$ cat config.mk
export PLATFORM = sky130hd
export DESIGN_NAME = keccak_slice_collector
export DESIGN_NICKNAME = d
export VERILOG_FILES = /design/src/rtl/keccak_pkg.sv /design/src/rtl/keccak_lane_mux.sv /design/src/rtl/keccak_slice_collector.sv
export SDC_FILE = /design/constraint.sdc
export NUM_CORES = 2
export LEC_CHECK = 0
export ABC_CLOCK_PERIOD_IN_PS = 2300
export BUFFER_PORTS_ARGS = -buffer_cell sky130_fd_sc_hd__buf_2
export CAP_MARGIN = 0
export CORE_ASPECT_RATIO = 0.75
export CORE_UTILIZATION = 40
export DETAILED_ROUTE_END_ITERATION = 8
export GPL_TIMING_DRIVEN = 0
export PLACE_DENSITY_LB_ADDON = 0.12
export SETUP_SLACK_MARGIN = 0.5
export SYNTH_ARGS = -nofsm -noshare
export SYNTH_HDL_FRONTEND = slang
export SYNTH_SLANG_ARGS = --single-unit
$ cat constraint.sdc
create_clock -name clk -period 2.3 [get_ports clk]
set_clock_uncertainty 0.05 [all_clocks]
set_input_delay 0.23 -clock clk [delete_from_list [all_inputs] [get_ports clk]]
set_output_delay 0.23 -clock clk [all_outputs]
set_load 0.1 [all_outputs]
$ cat src/rtl/keccak_pkg.sv
// rtl/keccak_pkg.sv - shared Keccak slice/lane types and sizes
package keccak_pkg;
    localparam int SLICE_W   = 25;
    localparam int DEPTH     = 64;
    localparam int LANE_W    = 64;
    localparam int NUM_LANES = 25;
    localparam int IDX_W     = 5;
    localparam int CNT_W     = 6;

    typedef logic [SLICE_W-1:0] slice_t;
    typedef logic [LANE_W-1:0]  lane_t;
    typedef logic [CNT_W-1:0]   cnt_t;

    typedef enum logic [1:0] {
        IDLE    = 2'd0,
        COLLECT = 2'd1,
        FULL    = 2'd2
    } coll_state_t;
endpackage

$ cat src/rtl/keccak_lane_mux.sv
// rtl/keccak_lane_mux.sv - combinational column select: bit idx of every slice forms one lane
module keccak_lane_mux
    import keccak_pkg::*;
(
    input  slice_t [DEPTH-1:0] slices_i,
    input  logic [IDX_W-1:0]   idx_i,
    output lane_t              lane_o,
    output logic               idx_ok_o
);
    always_comb begin
        lane_o   = '0;
        idx_ok_o = (idx_i < IDX_W'(NUM_LANES));
        if (idx_ok_o) begin
            for (int z = 0; z < DEPTH; z++) begin
                lane_o[z] = slices_i[z][idx_i];
            end
        end
    end
endmodule

$ cat src/rtl/keccak_slice_collector.sv
// rtl/keccak_slice_collector.sv - captures 64 Keccak slices per frame and serves them back as 64-bit lanes
module keccak_slice_collector
    import keccak_pkg::*;
(
    input  logic             clk,
    input  logic             rst,
    input  logic             start,
    input  slice_t           slice_in,
    input  logic             slice_valid,
    input  logic             release_i,
    input  logic             lane_rd,
    input  logic [IDX_W-1:0] lane_idx,
    output lane_t            lane_out,
    output logic             lane_valid,
    output logic             frame_full,
    output logic             busy,
    output logic             overflow,
    output logic             idx_err
);
    localparam cnt_t CNT_LAST = cnt_t'(DEPTH - 1);

    coll_state_t        state_q;
    cnt_t               cnt_q;
    slice_t [DEPTH-1:0] mem_q;
    logic               start_q;
    lane_t              lane_out_q;
    logic               lane_valid_q;
    logic               overflow_q;
    logic               idx_err_q;

    lane_t              mux_lane;
    logic               mux_idx_ok;
    logic               start_rise;

    assign start_rise = start & ~start_q;

    keccak_lane_mux u_lane_mux (
        .slices_i (mem_q),
        .idx_i    (lane_idx),
        .lane_o   (mux_lane),
        .idx_ok_o (mux_idx_ok)
    );

    always_ff @(posedge clk or negedge rst) begin
        if (!rst) begin
            state_q      <= IDLE;
            cnt_q        <= '0;
            mem_q        <= '0;
            start_q      <= 1'b0;
            lane_out_q   <= '0;
            lane_valid_q <= 1'b0;
            overflow_q   <= 1'b0;
            idx_err_q    <= 1'b0;
        end else begin
            start_q      <= start;
            lane_valid_q <= 1'b0;
            case (state_q)
                IDLE: begin
                    if (slice_valid) overflow_q <= 1'b1;
                    if (start_rise) begin
                        state_q <= COLLECT;
                        cnt_q   <= '0;
                    end
                end
                COLLECT: begin
                    // start low means the core abandoned the permutation
                    if (!start) begin
                        state_q <= IDLE;
                        cnt_q   <= '0;
                    end else if (slice_valid) begin
                        mem_q[cnt_q] <= slice_in;
                        cnt_q        <= cnt_q + 1'b1;
                        if (cnt_q == CNT_LAST) state_q <= FULL;
                    end
                end
                FULL: begin
                    if (slice_valid) overflow_q <= 1'b1;
                    if (lane_rd) begin
                        lane_out_q   <= mux_lane;
                        lane_valid_q <= 1'b1;
                        if (!mux_idx_ok) idx_err_q <= 1'b1;
                    end
                    if (release_i) state_q <= IDLE;
                end
                default: state_q <= IDLE;
            endcase
        end
    end

    assign lane_out   = lane_out_q;
    assign lane_valid = lane_valid_q;
    assign frame_full = (state_q == FULL);
    assign busy       = (state_q == COLLECT);
    assign overflow   = overflow_q;
    assign idx_err    = idx_err_q;
endmodule

======== After elaboration in Yosys (flattened, before gate mapping) ========
Cells that the tools add are included.
word-level totals
  register bits after elaboration ......... 1676
  bits in latches ......................... 0
  RAM bits ................................ 0
  bits in read-only memories .............. 0
  input bits .............................. 36
  output and inout port bits .............. 69
  logic and storage cells ................. 240
  memories ................................ 0
cells by class
  $add $sub $neg .......................... 1
  multiply operators ...................... 0
  div/mod/pow operators ................... 0
  $lt $le $gt $ge ......................... 4
  equality and inequality tests ........... 7
  shift operators ......................... 0
  mux-type cells .......................... 144
  bitwise operators ....................... 3
  reductions and logical operators ........ 10
operators with widths
  kind                                                                                  number
  1600-bit bitwise mux                                                                  1
  1-bit binary-select mux with 5-bit select                                             64
  25-bit demux with 6-bit select                                                        1
  1-bit two-way mux                                                                     66
  64-bit two-way mux                                                                    1
  25-bit two-way mux                                                                    1
  6-bit two-way mux                                                                     3
  6-bit case mux with 2 select lines                                                    1
  2-bit two-way mux                                                                     5
  3-bit AND reduction                                                                   3
  6-bit by 7-bit < comparator with 1-bit output (second input constant)                 1
  6-bit by 1-bit adder with 6-bit output (second input constant)                        1
  6-bit == test (second input constant)                                                 1
  6-bit by 1-bit greater-or-equal comparator with 1-bit output (second input constant)  1
  5-bit by 6-bit < comparator with 1-bit output (second input constant)                 1
  2-bit case mux with 3 select lines                                                    1
  5-bit < comparator (second input constant)                                            1
  2-bit inequality test (second input constant)                                         2
  2-bit AND reduction                                                                   2
  4-bit AND reduction                                                                   1
  3-bit by 2-bit inequality test with 1-bit output (second input constant)              1
  3-bit inequality test (second input constant)                                         1
  2-bit by 1-bit == test with 1-bit output (second input constant)                      1
  2-bit == test (second input constant)                                                 1
  other kinds (6)                                                                       7

======== Longest topological paths before layout ========
  word-level depth ........................ 5
  depth in mapped cells ................... 10
  depth with buffers taken out ............ 6

======== By module ========
A second synthesis with hierarchy kept.
unflattened totals
  cells, all modules ...................... 4899
  area total of the unflattened synthesis .. 76453.3 µm²
modules (own cells, without submodules)
  module                  instances  cells each  area an instance (µm²)  seq. area each (µm²)
  keccak_slice_collector  1          3805        64257.9                 41940.2
  keccak_lane_mux         1          1094        12195.4                 0.0

======== Least setup slack after synthesis ========
No wires, ideal clock.
  path type ............................... reg2reg
  from .................................... register state_q[0]
  to ...................................... register mem_q[154] (netlist bit)
  library setup time ...................... 0.125 ns
  arrival ................................. 2.604 ns
  data required time ...................... 2.125 ns
  setup slack ............................. -0.478 ns
  cell stages (with the launch flop) ...... 8
  path buffers ............................ 2
  clock period less this slack ............ 2.778 ns
  path through ............................ dfrtp_1 -> buf_4 -> and2b_1 -> and3_1 -> nand2_1 -> nor3_2 -> buf_4 -> mux2_2
on the way
  word-level cells in the longest chain between the ends .. 2
RTL lines
  what                                      line                          source
  start, declared                           keccak_slice_collector.sv:22  coll_state_t state_q;
  start signal, assigned                    keccak_slice_collector.sv:46  state_q <= IDLE;
  start signal, assigned                    keccak_slice_collector.sv:61  state_q <= COLLECT;
  start signal, assigned                    keccak_slice_collector.sv:68  state_q <= IDLE;
  2-bit by 1-bit == test with 1-bit output  -
  named net busy                            keccak_slice_collector.sv:16  output logic busy,
  3-bit AND reduction (no source line)      -
  end signal, assigned by index             keccak_slice_collector.sv:71  mem_q[cnt_q] <= slice_in;
  end, declared                             keccak_slice_collector.sv:24  slice_t [DEPTH-1:0] mem_q;
The timed path passes the listed nets, and every way through them passes these cells.
A chain may end at the register's enable or synchronous reset.

======== Worst setup path after layout ========
  from .................................... input lane_idx[1]
  to ...................................... register lane_out_q[23] (netlist: lane_out[23])
on the way
  word-level cells in the longest chain between the ends .. 3
  elaborated cells on any way between the ends .. 4
  those cells by class .................... order compare: 1; mux: 3
RTL lines
  what                                       line                          source
  start, declared                            keccak_slice_collector.sv:12  input logic [IDX_W-1:0] lane_idx,
  1-bit binary-select mux with 5-bit select  keccak_lane_mux.sv:15         lane_o[z] = slices_i[z][idx_i];
  1-bit two-way mux (implied by the code)    keccak_lane_mux.sv:15
  64-bit two-way mux *                       keccak_lane_mux.sv:13         if (idx_ok_o) begin
  end signal, assigned                       keccak_slice_collector.sv:79  lane_out_q <= mux_lane;
  end, declared                              keccak_slice_collector.sv:26  lane_t lane_out_q;
Every way passes the cells marked *; elsewhere a longest branch is shown, timed or not. The select of a mux whose other input is x is not followed.

==> metrics.md <==
| Metric | Value |
|---|---|
| Cts bufs inserted | `171` |
| H-tree lvl count | `4` |
| Area delta synth->final | `22.2%` |
| Layout cells sized above 1 | `0.496` |
| Final setup fails | `5` |
| Synth Cell Area | `76300 µm²` |
| Initial DRC count | `5445` |
| Post-Place Cells | `7858` |
| Post-synth EDFFs | `0` |
| RSZ-0062 raised after global routing | `true` |
| Crit-path max FO | `10` |
| WP buf/inv | `5` |
| Ys flop type | `dfrtp_1` |
| Startpoint Class | `input pin` |
| Design area | `93200 µm²` |
| Max Transition Viols Final | `56` |
| Period utilisation layout | `1.02` |
| Number of synthesized register bits | `1676` |
| Vias in the first global route | `50789` |
| Top Ports | `105` |
| Die boundary height | `380 µm` |
| Dpl hpwl | `209000 µm` |
| Post-route DRC | `0` |
| Mapped Nets | `5280` |
| CTS sink count | `1676` |
| Overall Global Routing Usage | `0.319` |
| Largest net degree at the start of global routing | `166` |
| Via count | `51122` |
| Via-to-Cell Ratio | `6.08` |
| CP required | `2.91 ns` |
| Crit. End Element | `flip-flop` |
| Final core occ | `0.493` |
| Register area share after synthesis | `0.550` |
| Clk Latency, worst-skew pair | `0.83 ns` |
| DRT Pass-1 Iters | `6` |
| CP peak stage delay | `0.78 ns` |
| Detailed Route WL | `311000 µm` |
| Die footprint | `193000 µm²` |
| Kind of critical path | `in2reg` |
| Row Count | `138` |
| Starting density of the core | `0.404` |
| Pleak | `45.0 nW` |
| Failing checks | `hold timing, capacitance limit, slew limit, setup timing` |
| Worst Hold Class | `in2async` |
| CTS tree | `built` |
| Worst Tran Pin Value | `1.65 ns` |
| Most common cell after layout, fill and taps aside | `dfrtp_1` |
| Min Hold Slack | `-0.629 ns` |
| Commonest non-fill, non-tap cells in the layout | `1674 x dfrtp_1, 1291 x mux2_2, 433 x mux2i_1, 319 x mux2_4, 222 x clkbuf_16` |
| Placed instance area | `81700 µm²` |
| Ys Warns | `0` |
| Die width | `506 µm` |
| Initial antenna violation count | `28` |
| PortBufs | `78` |
| Core box area | `189000 µm²` |
| Finished Layout Cells | `8415` |
| Crit. path cell count | `8` |
| Status | `complete, but fails checks` |
| Clk buf depth | `3` |
| VDD IR max | `848 µV` |
| Root buf cell | `clkbuf_16` |
| Clk slew on worst S/H paths | `0.06 ns` |
| # nets final | `5789` |
| Ys async rst share | `1.00` |
| Synth cell types | `64` |
| WP data arrival | `2.94 ns` |
| Period minus WS final | `2.34 ns` |
| Slowest stage cell, crit path | `o22ai_1` |
| Pwr Density | `714 nW/µm²` |
| Slew HR | `-0.0977` |
| Antenna viol nets, final | `0` |
| Final Hold Viols | `203` |
| Routed WL per cell | `37.0 µm` |
| Final worst-path setup slack | `-0.0376 ns` |
| CP cell instances | `buf_2 -> buf_2 -> buf_6 -> buf_6 -> buf_8 -> mux2_2 -> o22ai_1 -> a21oi_1` |
| GRT overflow | `0` |
| Worst r2r path cells | `7` |
| Max-capacitance violation count | `6` |
| Setup TNS | `-0.0531 ns` |
| Cell count after synthesis | `5243` |
| RePlAce Congestion | `0.931` |
| Peak Freq | `428 MHz` |
| First-pass GRT wire length | `423000 µm` |
| CP top delay family | `buffers and inverters` |
| Avg Inst Size Synth | `14.6 µm²` |
| DP Worst Slack | `-2.02 ns` |
## cell families after synthesis
| family | Yosys count | synth area share |
|---|---|---|
| simple gates | 312 | 0.0226 |
| compound gates | 512 | 0.0450 |
| mux | 2221 | 0.347 |
| fa+ha+maj | 1 | 0.000164 |
| xor+xnor | 4 | 0.000459 |
| buf+inv | 517 | 0.0355 |
| flops | 1676 | 0.550 |
## synthesized netlist by cell type (all sizes together), types with 5 or more instances
cell     number  area [µm²]
a21boi        8        60.1
o221a         5        56.3
nor3b         5        48.8
a2111oi      11        96.3
clkbuf      251         942
a222oi        7        70.1
o22ai        67         419
or3           6        37.5
nand3        39         210
mux2i       434        4340
mux2       1612       18200
buf         262        1760
a211oi       28         210
nand2        86         378
dfrtp      1676       41900
a22oi       148        1110
nor2b        15        93.8
nand2b        8        50.1
mux4        175        3950
a22o         11        96.3
or2           5        31.3
a31oi        62         388
o21ai        77         385
a21oi        63         315
a221o         8        80.1
and3         31         194
o211ai        5        37.5
and2          5        31.3
nor2         90         430
## final timing paths
path | from | to | slack (ns)
min in group clk | slice_in[21] | mem_q[1596] | 0.09
max in group asynchronous | rst | mem_q[543] | 0.69
hold reg to reg | idx_err | idx_err | 0.41
setup / recovery | lane_idx[1] | lane_out[23] | -0.04
hold / removal | rst | mem_q[902] | -0.63
setup reg to reg | state_q[1] | mem_q[259] | -0.01
## metrics by stage
| stage | power, mW | hold WS [ns] |
|---|---|---|
| 4_1_cts | 66.3 | -0.595 |
| 2_1_floorplan | 34.8 | -0.116 |
| 6_report | 66.6 | -0.629 |
| 5_1_grt | 68.4 | -0.591 |
| 3_3_place_gp | 37.7 | 0.389 |
| 3_5_place_dp | 38.0 | 0.268 |
## where the power goes
group          internal [mW]  switching, mW
clock network           15.9           12.4
registers               30.6          0.573
logic                   2.54           4.58
## cell type report
cell class | instances | area [µm²]
fill | 16239 | 95800
sequential | 1676 | 41900
multi-input combinational | 3051 | 34300
clock buffer | 261 | 5070
buffer | 513 | 4510
timing repair buffer | 335 | 3780
tap | 2520 | 3150
clock inverter | 40 | 429
antenna | 15 | 37.5
inverter | 4 | 27.5
## sequential cells by signal, indices dropped and copies added (netlist names)
register and count:
mem_q 1600, start_q 1, lane_valid 1, overflow 1, idx_err 1, cnt_q 6
state_q 2, lane_out 64
## timing repair
action                                  4_1_cts  5_1_grt
hold endpoints to repair                    208      137
endpoints found under the setup margin     2466     2397
cloned                                       13       27
resized for setup                           566      300
hold buffers                                  6        3
pin swaps                                    46       28
setup buffers                                76      116
## per-layer routing
metal  global-route usage  share of wire  up-vias
li1                     -              -    20404
met1                0.455           0.43    27748
met2                0.453           0.42     2376
met3               0.0853          0.094      584
met4                0.137          0.052       10
met5                    0        0.00023        -
(Power assumes the default switching activity.)
